## config.mk

```make
export PLATFORM = sky130hd
export DESIGN_NAME = pce_audio_mix_sched_flat
export DESIGN_NICKNAME = d
export VERILOG_FILES = /design/src/rtl/pce_audio_mix_sched_pkg.sv /design/src/rtl/pce_audio_mix_sched_if.sv /design/src/rtl/pce_audio_mix_sched_vol_ramp.sv /design/src/rtl/pce_audio_mix_sched.sv /design/src/flat_wrapper.sv
export SDC_FILE = /design/constraint.sdc
export NUM_CORES = 1
export LEC_CHECK = 0
export ABC_AREA = 1
export BUFFER_PORTS_ARGS = -buffer_cell sky130_fd_sc_hd__buf_4
export CAP_MARGIN = 10
export CORE_AREA = 2 2 187 189
export CTS_CLUSTER_DIAMETER = 80
export DETAILED_ROUTE_END_ITERATION = 7
export DIE_AREA = 0 0 189 191
export PLACE_DENSITY = 0.76
export SETUP_SLACK_MARGIN = 0.3
export SLEW_MARGIN = 20
export SYNTH_ARGS = -nofsm -noshare
export SYNTH_HDL_FRONTEND = slang
export SYNTH_SLANG_ARGS = --single-unit
```

## constraint.sdc

```tcl
create_clock -name clk_sys_42_95 -period 10.1 [get_ports clk_sys_42_95]
set_clock_uncertainty 0.15 [all_clocks]
set_input_delay 0 -clock clk_sys_42_95 [delete_from_list [all_inputs] [get_ports clk_sys_42_95]]
set_output_delay 0 -clock clk_sys_42_95 [all_outputs]
set_load 0.05 [all_outputs]
```

## src/rtl/pce_audio_mix_sched_pkg.sv

```systemverilog
// Shared types and constants for the PC Engine audio mixer scheduler.
package pce_audio_pkg;

  typedef logic signed [15:0] sample_t;
  typedef logic [8:0]         vol_t;

  typedef enum logic [1:0] {
    SRC_CDDA  = 2'd0,
    SRC_ADPCM = 2'd1,
    SRC_PSG   = 2'd2
  } src_t;

  typedef enum logic [2:0] {
    ST_IDLE  = 3'd0,
    ST_LATCH = 3'd1,
    ST_MUL   = 3'd2,
    ST_ACC   = 3'd3,
    ST_SAT   = 3'd4
  } state_t;

  // 19-bit accumulators hold 3 x 32768 per channel without wrapping.
  localparam int ACC_W  = 19;
  localparam int PROD_W = 26;

  localparam logic signed [ACC_W-1:0] ACC_MAX = 19'sd32767;
  localparam logic signed [ACC_W-1:0] ACC_MIN = -19'sd32768;

  // Clamp an accumulator to the 16-bit signed output range.
  function automatic sample_t sat16(input logic signed [ACC_W-1:0] a);
    if (a > ACC_MAX) begin
      return 16'sh7fff;
    end else if (a < ACC_MIN) begin
      return 16'sh8000;
    end else begin
      return a[15:0];
    end
  endfunction

endpackage

```

## src/rtl/pce_audio_mix_sched_if.sv

```systemverilog
// Bus bundle between the audio sources/host and the mixer scheduler.
//
// Handshake: sample_strobe is a one-cycle request. It is accepted only in a
// cycle where busy is low; a strobe seen while busy is high is dropped and
// latches the sticky overrun flag. out_valid pulses for exactly one cycle and
// audio_l/audio_r carry the new pair in that cycle and hold it afterwards.
// busy is high from the cycle after acceptance through the out_valid cycle.
interface pce_audio_mix_sched_if;
  import pce_audio_pkg::*;

  logic    sample_strobe;
  sample_t cdda_l;
  sample_t cdda_r;
  sample_t adpcm;
  sample_t psg_l;
  sample_t psg_r;
  logic    vol_we;
  logic [1:0] vol_sel;
  vol_t    vol_data;
  logic    mute;
  sample_t audio_l;
  sample_t audio_r;
  logic    out_valid;
  logic    busy;
  logic    overrun;
  state_t  state;

  modport master (
    output sample_strobe, cdda_l, cdda_r, adpcm, psg_l, psg_r,
    output vol_we, vol_sel, vol_data, mute,
    input  audio_l, audio_r, out_valid, busy, overrun, state
  );

  modport slave (
    input  sample_strobe, cdda_l, cdda_r, adpcm, psg_l, psg_r,
    input  vol_we, vol_sel, vol_data, mute,
    output audio_l, audio_r, out_valid, busy, overrun, state
  );

endinterface

```

## src/rtl/pce_audio_mix_sched_vol_ramp.sv

```systemverilog
// One per-source volume: holds the target and walks the current value one
// LSB toward the effective target (0 while muted) on each step pulse.
module pce_audio_vol_ramp
  import pce_audio_pkg::*;
#(
  parameter int UNITY = 256
) (
  input  logic clk,
  input  logic rst,
  input  logic we,
  input  vol_t wdata,
  input  logic mute,
  input  logic step,
  output vol_t cur
);

  localparam vol_t UNITY_V = vol_t'(UNITY);

  vol_t tgt_q;
  vol_t cur_q;
  vol_t eff;

  // Effective target: mute forces a fade to silence without losing the target.
  always_comb begin
    eff = mute ? '0 : tgt_q;
  end

  // Target register, clamped so gain never exceeds unity.
  always_ff @(posedge clk or posedge rst) begin
    if (rst) begin
      tgt_q <= UNITY_V;
    end else if (we) begin
      tgt_q <= (wdata > UNITY_V) ? UNITY_V : wdata;
    end
  end

  // Current volume moves one LSB per step toward the effective target.
  always_ff @(posedge clk or posedge rst) begin
    if (rst) begin
      cur_q <= UNITY_V;
    end else if (step) begin
      if (cur_q < eff) begin
        cur_q <= cur_q + 9'd1;
      end else if (cur_q > eff) begin
        cur_q <= cur_q - 9'd1;
      end
    end
  end

  assign cur = cur_q;

endmodule

```

## src/rtl/pce_audio_mix_sched.sv

```systemverilog
// Time-multiplexed stereo mixer: five sources through one shared multiplier,
// accumulated into 19-bit L/R sums and saturated to 16 bits.
module pce_audio_mix_sched
  import pce_audio_pkg::*;
#(
  parameter int FADE_DIV = 4,
  parameter int UNITY    = 256
) (
  input logic clk_sys_42_95,
  input logic reset,
  pce_audio_mix_sched_if.slave bus
);

  localparam logic [7:0] DIV_LAST = 8'(FADE_DIV - 1);

  state_t state_q, state_d;
  logic   out_valid;
  logic   busy;
  logic   accept;
  logic   ramp_step;

  logic [7:0] div_q;
  logic [2:0] slot_q;
  vol_t       cur_vol [3];
  vol_t       vol_snap [3];
  sample_t    smp_q [5];

  sample_t    mul_smp;
  vol_t       mul_vol;
  logic signed [PROD_W-1:0] mul_a, mul_b;
  logic signed [PROD_W-1:0] prod_q;
  logic signed [ACC_W-1:0]  term;
  logic signed [ACC_W-1:0]  acc_l_q, acc_r_q;
  sample_t    sat_l, sat_r;
  sample_t    audio_l_q, audio_r_q;
  logic       overrun_q;

  assign accept    = (state_q == ST_IDLE) && bus.sample_strobe;
  assign ramp_step = accept && (div_q == DIV_LAST);

  // Per-source volume ramps; the select code doubles as the source index.
  for (genvar i = 0; i < 3; i++) begin : g_ramp
    pce_audio_vol_ramp #(.UNITY(UNITY)) u_ramp (
      .clk   (clk_sys_42_95),
      .rst   (reset),
      .we    (bus.vol_we && (bus.vol_sel == 2'(i))),
      .wdata (bus.vol_data),
      .mute  (bus.mute),
      .step  (ramp_step),
      .cur   (cur_vol[i])
    );
  end

  // Ramp divider advances once per accepted strobe and wraps after FADE_DIV.
  always_ff @(posedge clk_sys_42_95 or posedge reset) begin
    if (reset) begin
      div_q <= '0;
    end else if (accept) begin
      div_q <= ramp_step ? 8'd0 : div_q + 8'd1;
    end
  end

  // FSM state register.
  always_ff @(posedge clk_sys_42_95 or posedge reset) begin
    if (reset) begin
      state_q <= ST_IDLE;
    end else begin
      state_q <= state_d;
    end
  end

  // FSM next state and status outputs.
  always_comb begin
    state_d   = state_q;
    out_valid = 1'b0;
    busy      = 1'b1;
    case (state_q)
      ST_IDLE: begin
        busy = 1'b0;
        if (bus.sample_strobe) state_d = ST_LATCH;
      end
      ST_LATCH: state_d = ST_MUL;
      ST_MUL:   state_d = ST_ACC;
      ST_ACC:   state_d = (slot_q == 3'd4) ? ST_SAT : ST_MUL;
      ST_SAT: begin
        out_valid = 1'b1;
        state_d   = ST_IDLE;
      end
      default:  state_d = ST_IDLE;
    endcase
  end

  // Operand select for the shared multiplier, by slot.
  always_comb begin
    mul_smp = smp_q[0];
    mul_vol = vol_snap[SRC_CDDA];
    case (slot_q)
      3'd0: begin mul_smp = smp_q[0]; mul_vol = vol_snap[SRC_CDDA];  end
      3'd1: begin mul_smp = smp_q[1]; mul_vol = vol_snap[SRC_CDDA];  end
      3'd2: begin mul_smp = smp_q[2]; mul_vol = vol_snap[SRC_ADPCM]; end
      3'd3: begin mul_smp = smp_q[3]; mul_vol = vol_snap[SRC_PSG];   end
      default: begin mul_smp = smp_q[4]; mul_vol = vol_snap[SRC_PSG]; end
    endcase
    mul_a = PROD_W'(mul_smp);
    mul_b = PROD_W'($signed({1'b0, mul_vol}));
    term  = ACC_W'(prod_q >>> 8);
    sat_l = sat16(acc_l_q);
    sat_r = sat16(acc_r_q);
  end

  // Volumes are frozen at acceptance so a ramp step never hits a sample in flight.
  always_ff @(posedge clk_sys_42_95 or posedge reset) begin
    if (reset) begin
      for (int i = 0; i < 3; i++) vol_snap[i] <= '0;
    end else if (accept) begin
      for (int i = 0; i < 3; i++) vol_snap[i] <= cur_vol[i];
    end
  end

  // Datapath: latch sources, multiply, accumulate per slot, saturate to outputs.
  always_ff @(posedge clk_sys_42_95 or posedge reset) begin
    if (reset) begin
      for (int i = 0; i < 5; i++) smp_q[i] <= '0;
      slot_q    <= '0;
      prod_q    <= '0;
      acc_l_q   <= '0;
      acc_r_q   <= '0;
      audio_l_q <= '0;
      audio_r_q <= '0;
    end else begin
      case (state_q)
        ST_LATCH: begin
          smp_q[0] <= bus.cdda_l;
          smp_q[1] <= bus.cdda_r;
          smp_q[2] <= bus.adpcm;
          smp_q[3] <= bus.psg_l;
          smp_q[4] <= bus.psg_r;
          acc_l_q  <= '0;
          acc_r_q  <= '0;
          slot_q   <= '0;
        end
        ST_MUL: prod_q <= mul_a * mul_b;
        ST_ACC: begin
          case (slot_q)
            3'd0, 3'd3: acc_l_q <= acc_l_q + term;
            3'd1, 3'd4: acc_r_q <= acc_r_q + term;
            default: begin
              acc_l_q <= acc_l_q + term;
              acc_r_q <= acc_r_q + term;
            end
          endcase
          slot_q <= slot_q + 3'd1;
        end
        ST_SAT: begin
          audio_l_q <= sat_l;
          audio_r_q <= sat_r;
        end
        default: ;
      endcase
    end
  end

  // Sticky overrun: any strobe arriving while a sample is in progress.
  always_ff @(posedge clk_sys_42_95 or posedge reset) begin
    if (reset) begin
      overrun_q <= 1'b0;
    end else if (bus.sample_strobe && busy) begin
      overrun_q <= 1'b1;
    end
  end

  // Outputs show the fresh pair during the out_valid cycle, then hold it.
  assign bus.audio_l   = (state_q == ST_SAT) ? sat_l : audio_l_q;
  assign bus.audio_r   = (state_q == ST_SAT) ? sat_r : audio_r_q;
  assign bus.out_valid = out_valid;
  assign bus.busy      = busy;
  assign bus.overrun   = overrun_q;
  assign bus.state     = state_q;

endmodule

```

## src/flat_wrapper.sv

```systemverilog
// flat-port wrapper written by rule: the top's interface ports become plain ports
module pce_audio_mix_sched_flat import pce_audio_pkg::*;
#(
  parameter int FADE_DIV = 4,
  parameter int UNITY    = 256
)
  (clk_sys_42_95, reset, bus_sample_strobe, bus_cdda_l, bus_cdda_r, bus_adpcm, bus_psg_l, bus_psg_r, bus_vol_we, bus_vol_sel, bus_vol_data, bus_mute, bus_audio_l, bus_audio_r, bus_out_valid, bus_busy, bus_overrun, bus_state);
  pce_audio_mix_sched_if bus_i ();
  input logic clk_sys_42_95;
  input logic reset;
  input wire logic [$bits(bus_i.sample_strobe)-1:0] bus_sample_strobe;
  input wire logic [$bits(bus_i.cdda_l)-1:0] bus_cdda_l;
  input wire logic [$bits(bus_i.cdda_r)-1:0] bus_cdda_r;
  input wire logic [$bits(bus_i.adpcm)-1:0] bus_adpcm;
  input wire logic [$bits(bus_i.psg_l)-1:0] bus_psg_l;
  input wire logic [$bits(bus_i.psg_r)-1:0] bus_psg_r;
  input wire logic [$bits(bus_i.vol_we)-1:0] bus_vol_we;
  input wire logic [$bits(bus_i.vol_sel)-1:0] bus_vol_sel;
  input wire logic [$bits(bus_i.vol_data)-1:0] bus_vol_data;
  input wire logic [$bits(bus_i.mute)-1:0] bus_mute;
  output wire logic [$bits(bus_i.audio_l)-1:0] bus_audio_l;
  output wire logic [$bits(bus_i.audio_r)-1:0] bus_audio_r;
  output wire logic [$bits(bus_i.out_valid)-1:0] bus_out_valid;
  output wire logic [$bits(bus_i.busy)-1:0] bus_busy;
  output wire logic [$bits(bus_i.overrun)-1:0] bus_overrun;
  output wire logic [$bits(bus_i.state)-1:0] bus_state;
  assign bus_i.sample_strobe = bus_sample_strobe;
  assign bus_i.cdda_l = bus_cdda_l;
  assign bus_i.cdda_r = bus_cdda_r;
  assign bus_i.adpcm = bus_adpcm;
  assign bus_i.psg_l = bus_psg_l;
  assign bus_i.psg_r = bus_psg_r;
  assign bus_i.vol_we = bus_vol_we;
  assign bus_i.vol_sel = bus_vol_sel;
  assign bus_i.vol_data = bus_vol_data;
  assign bus_i.mute = bus_mute;
  assign bus_audio_l = bus_i.audio_l;
  assign bus_audio_r = bus_i.audio_r;
  assign bus_out_valid = bus_i.out_valid;
  assign bus_busy = bus_i.busy;
  assign bus_overrun = bus_i.overrun;
  assign bus_state = bus_i.state;
  pce_audio_mix_sched #(.FADE_DIV(FADE_DIV), .UNITY(UNITY)) u_core (.clk_sys_42_95(clk_sys_42_95), .reset(reset), .bus(bus_i));
endmodule
```

After elaboration in Yosys (flattened, before gate mapping)
Cells that the tools add are included.
{ "classes": {"magnitude_cmp": 11, "reduce_logical": 21, "muxes": 29, "n_addsub": 10, "n_mul": 1, "n_eq_ne": 14} }
{ "ops": {"columns": ["cell", "count"], "rows": [
  ["16-bit two-way mux", 6],
  ["9-bit two-way mux", 10],
  ["19-bit one-hot mux with 2 select lines", 2],
  ["16-bit one-hot mux with 4 select lines", 1],
  ["19-bit by 18-bit adder with 19-bit output", 2],
  ["19-bit by 16-bit greater-than comparator with 1-bit output (second input constant)", 2],
  ["19-bit by 16-bit less-than comparator with 1-bit output (second input constant)", 2],
  ["19-bit two-way mux", 2],
  ["9-bit by 1-bit adder with 9-bit output (second input constant)", 3],
  ["9-bit greater-than comparator", 3],
  ["9-bit less-than comparator", 3],
  ["9-bit by 1-bit subtractor with 9-bit output (second input constant)", 3],
  ["16-bit by 10-bit multiplier with 26-bit output", 1],
  ["9-bit one-hot mux with 2 select lines", 1],
  ["3-bit by 2-bit == test with 1-bit output (second input constant)", 4],
  ["3-bit one-hot mux with 4 select lines", 1],
  ["2-bit AND reduction", 5],
  ["9-bit greater-than comparator (second input constant)", 1],
  ["8-bit by 1-bit adder with 8-bit output (second input constant)", 1],
  ["8-bit by 2-bit == test with 1-bit output (second input constant)", 1],
  ["8-bit two-way mux", 1],
  ["2-bit nonzero test", 4],
  ["3-bit by 1-bit == test with 1-bit output (second input constant)", 2],
  ["3-bit == test (second input constant)", 2],
  ["other kinds (11)", 23]
]} }
{ "word_totals": {"out_inout_bits": 38, "wordCells": 109, "register_bits": 272, "inputBits": 96} }

Logic depth before layout (Yosys ltp)
{ "logic_depth": {"depth_word": 4, "depth_mapped": 32, "mapped_depth_nobuf": 31} }

Modules after synthesis
From an unflattened synthesis, not the netlist that was laid out.
{ "hier_totals": {"hier_cells": 2574, "area_unflattened_um2": 20161.8} }
{ "by_module_without_submodules": {"columns": ["module", "cells_each", "area_each_um2", "n_inst"], "rows": [
  ["pce_audio_mix_sched", 2079, 16154.2, 1],
  ["pce_audio_vol_ramp at u_core.g_ramp[0].u_ramp ...", 166, 1343.8, 2],
  ["pce_audio_vol_ramp at u_core.g_ramp[2].u_ramp", 163, 1320.0, 1]
]} }

Worst setup path after synthesis
No wires, ideal clock.
{ "synth_timing": {"path_kind": "register -> register", "start": "reg u_core.slot_q[2]", "end": "reg u_core.prod_q[19]", "arrival_ps": 5952, "period_less_slack_ps": 6237, "setup_slack_ps": 3863, "setup_ps": 135, "t_required_ps": 9815, "path_stages_with_launch": 30, "path_buffers": 4, "cell_sequence": "dfrtp_1 inv_2 buf_6 clkbuf_1 ha_1 buf_2 clkbuf_1 a221oi_1 nand2_1 nand2_1 fa_1 inv_1 fa_1 inv_1 fa_1 inv_1 fa_1 inv_1 fa_1 inv_1 ha_1 a21oi_1 inv_1 a21oi_1 inv_1 a21oi_1 inv_1 a21oi_1 a21o_1 a31oi_1"} }
{ "synth_via": {"elab_chain_len": 4} }
{ "synth_lines": {"columns": ["item", "line", "source"], "rows": [
  ["start: declaration", "pce_audio_mix_sched.sv:23", "logic [2:0] slot_q;"],
  ["start signal: assignment", "pce_audio_mix_sched.sv:152", "slot_q <= slot_q + 3'd1;"],
  ["3-bit by 1-bit == test with 1-bit output or 3-bit logical NOT (tied branches)", "pce_audio_mix_sched.sv:97", "case (slot_q)"],
  ["2-bit OR reduction (no line)", null, null],
  ["9-bit one-hot mux with 2 select lines", "pce_audio_mix_sched.sv:97", null],
  ["16-bit by 10-bit multiplier with 26-bit output *", "pce_audio_mix_sched.sv:142", "ST_MUL: prod_q <= mul_a * mul_b;"],
  ["end signal: assignment", "pce_audio_mix_sched.sv:142", null],
  ["end: declaration", "pce_audio_mix_sched.sv:31", "logic signed [PROD_W-1:0] prod_q;"]
]} }
Mark *: on every way between the ends. The rest lies on a longest branch, timed or not.
A chain may end at the register's enable or synchronous reset.

Worst setup path after layout
{ "layout_timing": {"start": "reg u_core.slot_q[1]", "end": "reg u_core.prod_q[19]"} }
Same word-level chain as after synthesis.

==> results.sh <==
export IMPL_gp_congestion=0.9468
export IMPL_drt_met1_wl_mm=21.33
export IMPL_yosysSeqAreaShare=0.3375
export IMPL_drive_gt1_frac=0.09031
export IMPL_synth_cells=2491
export IMPL_core_um2=34120
export IMPL_crit_buf_inv=5
export IMPL_drv_cap=0
export IMPL_postRouteAntennaNets=0
export IMPL_grt_start_max_net_pins=118
export IMPL_dpl_hpwl_mm=39.89
export IMPL_yosysTopAreaCellShare=0.3294
export IMPL_die_y_um=191
export IMPL_routed_wl_met2_mm=27.74
export IMPL_critPathTopFamily="adder cells"
export IMPL_period_share=0.7250
export IMPL_setup_viol=0
export IMPL_clock_sinks=264
export IMPL_netlist_area_um2=19600
export IMPL_grt_use_total=0.3198
export IMPL_async_reset_ff_frac=1.000
export IMPL_synth_avg_cell_area_um2=7.868
export IMPL_fillerInstances=2693
export IMPL_initial_utilization=0.5744
export IMPL_path_max_fanout=17
export IMPL_dieArea_um2=36100
export IMPL_rrSetupSlack_ns=2.78
export IMPL_p_leak_nw=12.65
export IMPL_ys_warnings_count=0
export IMPL_status="finished with violations"
export IMPL_drc_errors=0
export IMPL_whs_ns=-0.03413
export IMPL_slew_violations=0
export IMPL_syn_to_final_growth_pct=18.60
export IMPL_reg2reg_to="u_core.prod_q[19]$_DFFE_PP0P_"
export IMPL_seqCellArea_um2=6614
export IMPL_portBuffers=133
export IMPL_finalPower_mw=5.865
export IMPL_tns_ns=0
export IMPL_hold_class="input port to async pin"
export IMPL_fmax_ghz=0.1366
export IMPL_wl_per_cell_um=17.50
export IMPL_crit_required_ns=10.42
export IMPL_cts_clk_slew_worst_paths_ns=0.06
export IMPL_worst_path_largest_cell_delay_ns=0.80
export IMPL_placed_area_um2=21040
export IMPL_cp_arrival_ns=7.64
export IMPL_cts_repair_resized=0
export IMPL_crit_path_end_kind="flip-flop"
export IMPL_synth_edf_count=0
export IMPL_synth_top_area_cell="dfrtp_1"
export IMPL_syn_num_nets=2858
export IMPL_violations="hold timing"
export IMPL_viasPerCell=5.595
export IMPL_rows=68
export IMPL_routed_top_layer="met4"
export IMPL_overflow=0
export IMPL_reg2reg_from="u_core.slot_q[1]$_DFFE_PP0P_"
export IMPL_ys_ff_latch=264
export IMPL_ys_types=52
export IMPL_postLayoutCellArea_um2=23240
export IMPL_final_cell_mix="nand2_1, inv_1, dfrtp_1"
export IMPL_multi_input_area_um2=11410
export IMPL_grt_pass1_wl_mm=91.94
export IMPL_startpoint_type="flip-flop"
export IMPL_synth_flop_cell="dfrtp_1"
export IMPL_power_density_nw_per_um2=252.3
export IMPL_nNetsFinal=3079
export IMPL_synthTopCellsByArea="dfrtp_1, nand2_1, fa_1"
export IMPL_fp_dieW_um=189
export IMPL_ir_worst_vdd_v=0.0002020
export IMPL_maxSlewHeadroom=0.2893
export IMPL_crit_chain="inv_1 -> ha_1 -> o21ai_4 -> nand2_2 -> nor2_2 -> nand2_1 -> nand2_2 -> nand2_1 -> fa_1 -> fa_1 -> inv_1 -> fa_1 -> fa_1 -> inv_1 -> fa_1 -> inv_1 -> ha_1 -> a21oi_1 -> inv_1 -> a21oi_1 -> o21ai_0 -> a21oi_1 -> nand3_1 -> a31oi_1"
export IMPL_wl_met3_mm=2.974
export IMPL_clock_latency_ns=0.57
export IMPL_clk_path_buf_depth=3
export IMPL_grt_pass1_vias=18249
export IMPL_antenna_found_initial=1
export IMPL_num_io_pins=134
export IMPL_drt_iter0_markers=1244
export IMPL_cts_tree="built"
export IMPL_hold_violations=12
export IMPL_final_common_cell="nand2_1"
export IMPL_cts_inserted_buffers=29
export IMPL_totalWireLength_mm=55.85
export IMPL_rsz0062_at_grt="false"
export IMPL_tightest_slew_ns=1.065
export IMPL_vias=17853
export IMPL_worstSetupPathType="flip-flop to flip-flop"
export IMPL_dr_pass1_iters=6
export IMPL_critPathSlowestCell="fa_1"
export IMPL_final_min_clock_period_ns=7.322
export IMPL_r2r_cells=24
export IMPL_clockRootBuffer="clkbuf_16"
export IMPL_cts_htree_levels=1
==> how the worst max path moves through the flow <==
stage / start / endpoint / slack (ns) / cells after the start
finish: u_core.slot_q[1]$_DFFE_PP0P_ / u_core.prod_q[19]$_DFFE_PP0P_ / 2.78 / 24
global route: u_core.slot_q[1]$_DFFE_PP0P_ / u_core.prod_q[19]$_DFFE_PP0P_ / 2.28 / 24
CTS: u_core.slot_q[0]$_DFFE_PP0P_ / u_core.prod_q[19]$_DFFE_PP0P_ / 2.68 / 23
detailed placement: u_core.slot_q[0]$_DFFE_PP0P_ / u_core.prod_q[19]$_DFFE_PP0P_ / 2.76 / 23
global placement: u_core.slot_q[1]$_DFFE_PP0P_ / u_core.prod_q[20]$_DFFE_PP0P_ / 3.01 / 22
floorplan: reset / u_core.acc_l_q[0]$_DFFE_PP0P_ / 2.69 / 1
==> per-layer routing <==
metal,vias up,track usage
met1,8530,0.3767
met3,235,0.03874
met4,0,0.1932
met5,-,0
met2,708,0.5614
li1,8380,-
==> registers in the layout (all words and copies together) (netlist names) <==
register	count
u_core.prod_q	18
u_core.div_q	8
u_core.acc_r_q	19
u_core.g_ramp.u_ramp.cur	27
u_core.slot_q	3
u_core.vol_snap	27
u_core.g_ramp.u_ramp.tgt_q	27
u_core.acc_l_q	19
u_core.bus.state	3
u_core.audio_l_q	16
u_core.smp_q	80
u_core.audio_r_q	16
u_core.bus.overrun	1
==> cells in the mapped netlist (all sizes together), types with 3 or more instances <==
library cell / instances
xor2: 21
a22o: 4
dfrtp: 258
o2111ai: 3
o21ai: 184
a22oi: 7
o21bai: 5
clkbuf: 58
or2: 12
xnor2: 22
nand4: 6
inv: 356
dfstp: 6
a21oi: 126
mux2: 4
fa: 126
nor2: 137
ha: 145
a21o: 5
nor4: 3
a211oi: 3
nor3: 17
nor3b: 4
a31oi: 14
nand3: 72
nand2: 835
a221oi: 17
a32o: 20
buf: 6
==> area by class of cell <==
type,instances,share of cell area
flip-flops and latches,264,0.2845
inverters,358,0.05814
multi-input cells,1805,0.4908
diodes,1,0.0001077
clock inverters,22,0.01577
well taps,455,0.02449
repair buffers,254,0.09356
clock buffers,32,0.03257
==> worst register-to-register path, cell delays in order, from the launching register on <==
cell,delay [ns]
dfrtp_1,0.38
inv_1,0.09
ha_1,0.46
o21ai_4,0.32
nand2_2,0.17
nor2_2,0.53
nand2_1,0.13
nand2_2,0.24
nand2_1,0.18
fa_1,0.80
fa_1,0.48
inv_1,0.08
fa_1,0.44
fa_1,0.54
inv_1,0.05
fa_1,0.52
inv_1,0.04
ha_1,0.36
a21oi_1,0.27
inv_1,0.07
a21oi_1,0.26
o21ai_0,0.18
a21oi_1,0.19
nand3_1,0.11
a31oi_1,0.16
==> power by group <==
| group | internal, mW | leakage (nW) | switching [mW] |
|---|---|---|---|
| clock network | 0.774 | 0.528 | 0.467 |
| logic | 0.891 | 8.72 | 2.04 |
| registers | 1.40 | 3.41 | 0.292 |
==> cell families (layout without fill, tap and decap cells) <==
logic type | Yosys count | in the layout | share of synthesized area
AOI/OAI and AO/OA | 398 | 398 | 0.1173
xor gates and xnor gates | 43 | 43 | 0.01922
adders and majority gates | 271 | 271 | 0.2213
buffers and inverters | 422 | 666 | 0.08152
DFF | 264 | 264 | 0.3375
muxes | 4 | 4 | 0.002298
other | 0 | 1 | 0
and+or+nand+nor | 1089 | 1089 | 0.2209
==> stage by stage <==
stage	utilization	hold slack [ns]	cells	worst slack (ns)
3_5_place_dp	0.6167	0.05097	3029	2.762
3_3_place_gp	0.6165	0.04612	3029	3.009
2_1_floorplan	-	-0.03340	2491	2.691
6_report	0.6813	-0.03413	3191	2.778
4_1_cts	0.6810	0.01348	3190	2.678
5_1_grt	0.6813	0.05549	3191	2.281
==> timing repair <==
item                      in CTS  in global routing
hold endpoints to repair     246                  0
hold buffers                 107                  0
buffers inserted               0                  0
(Power assumes the default switching activity.)
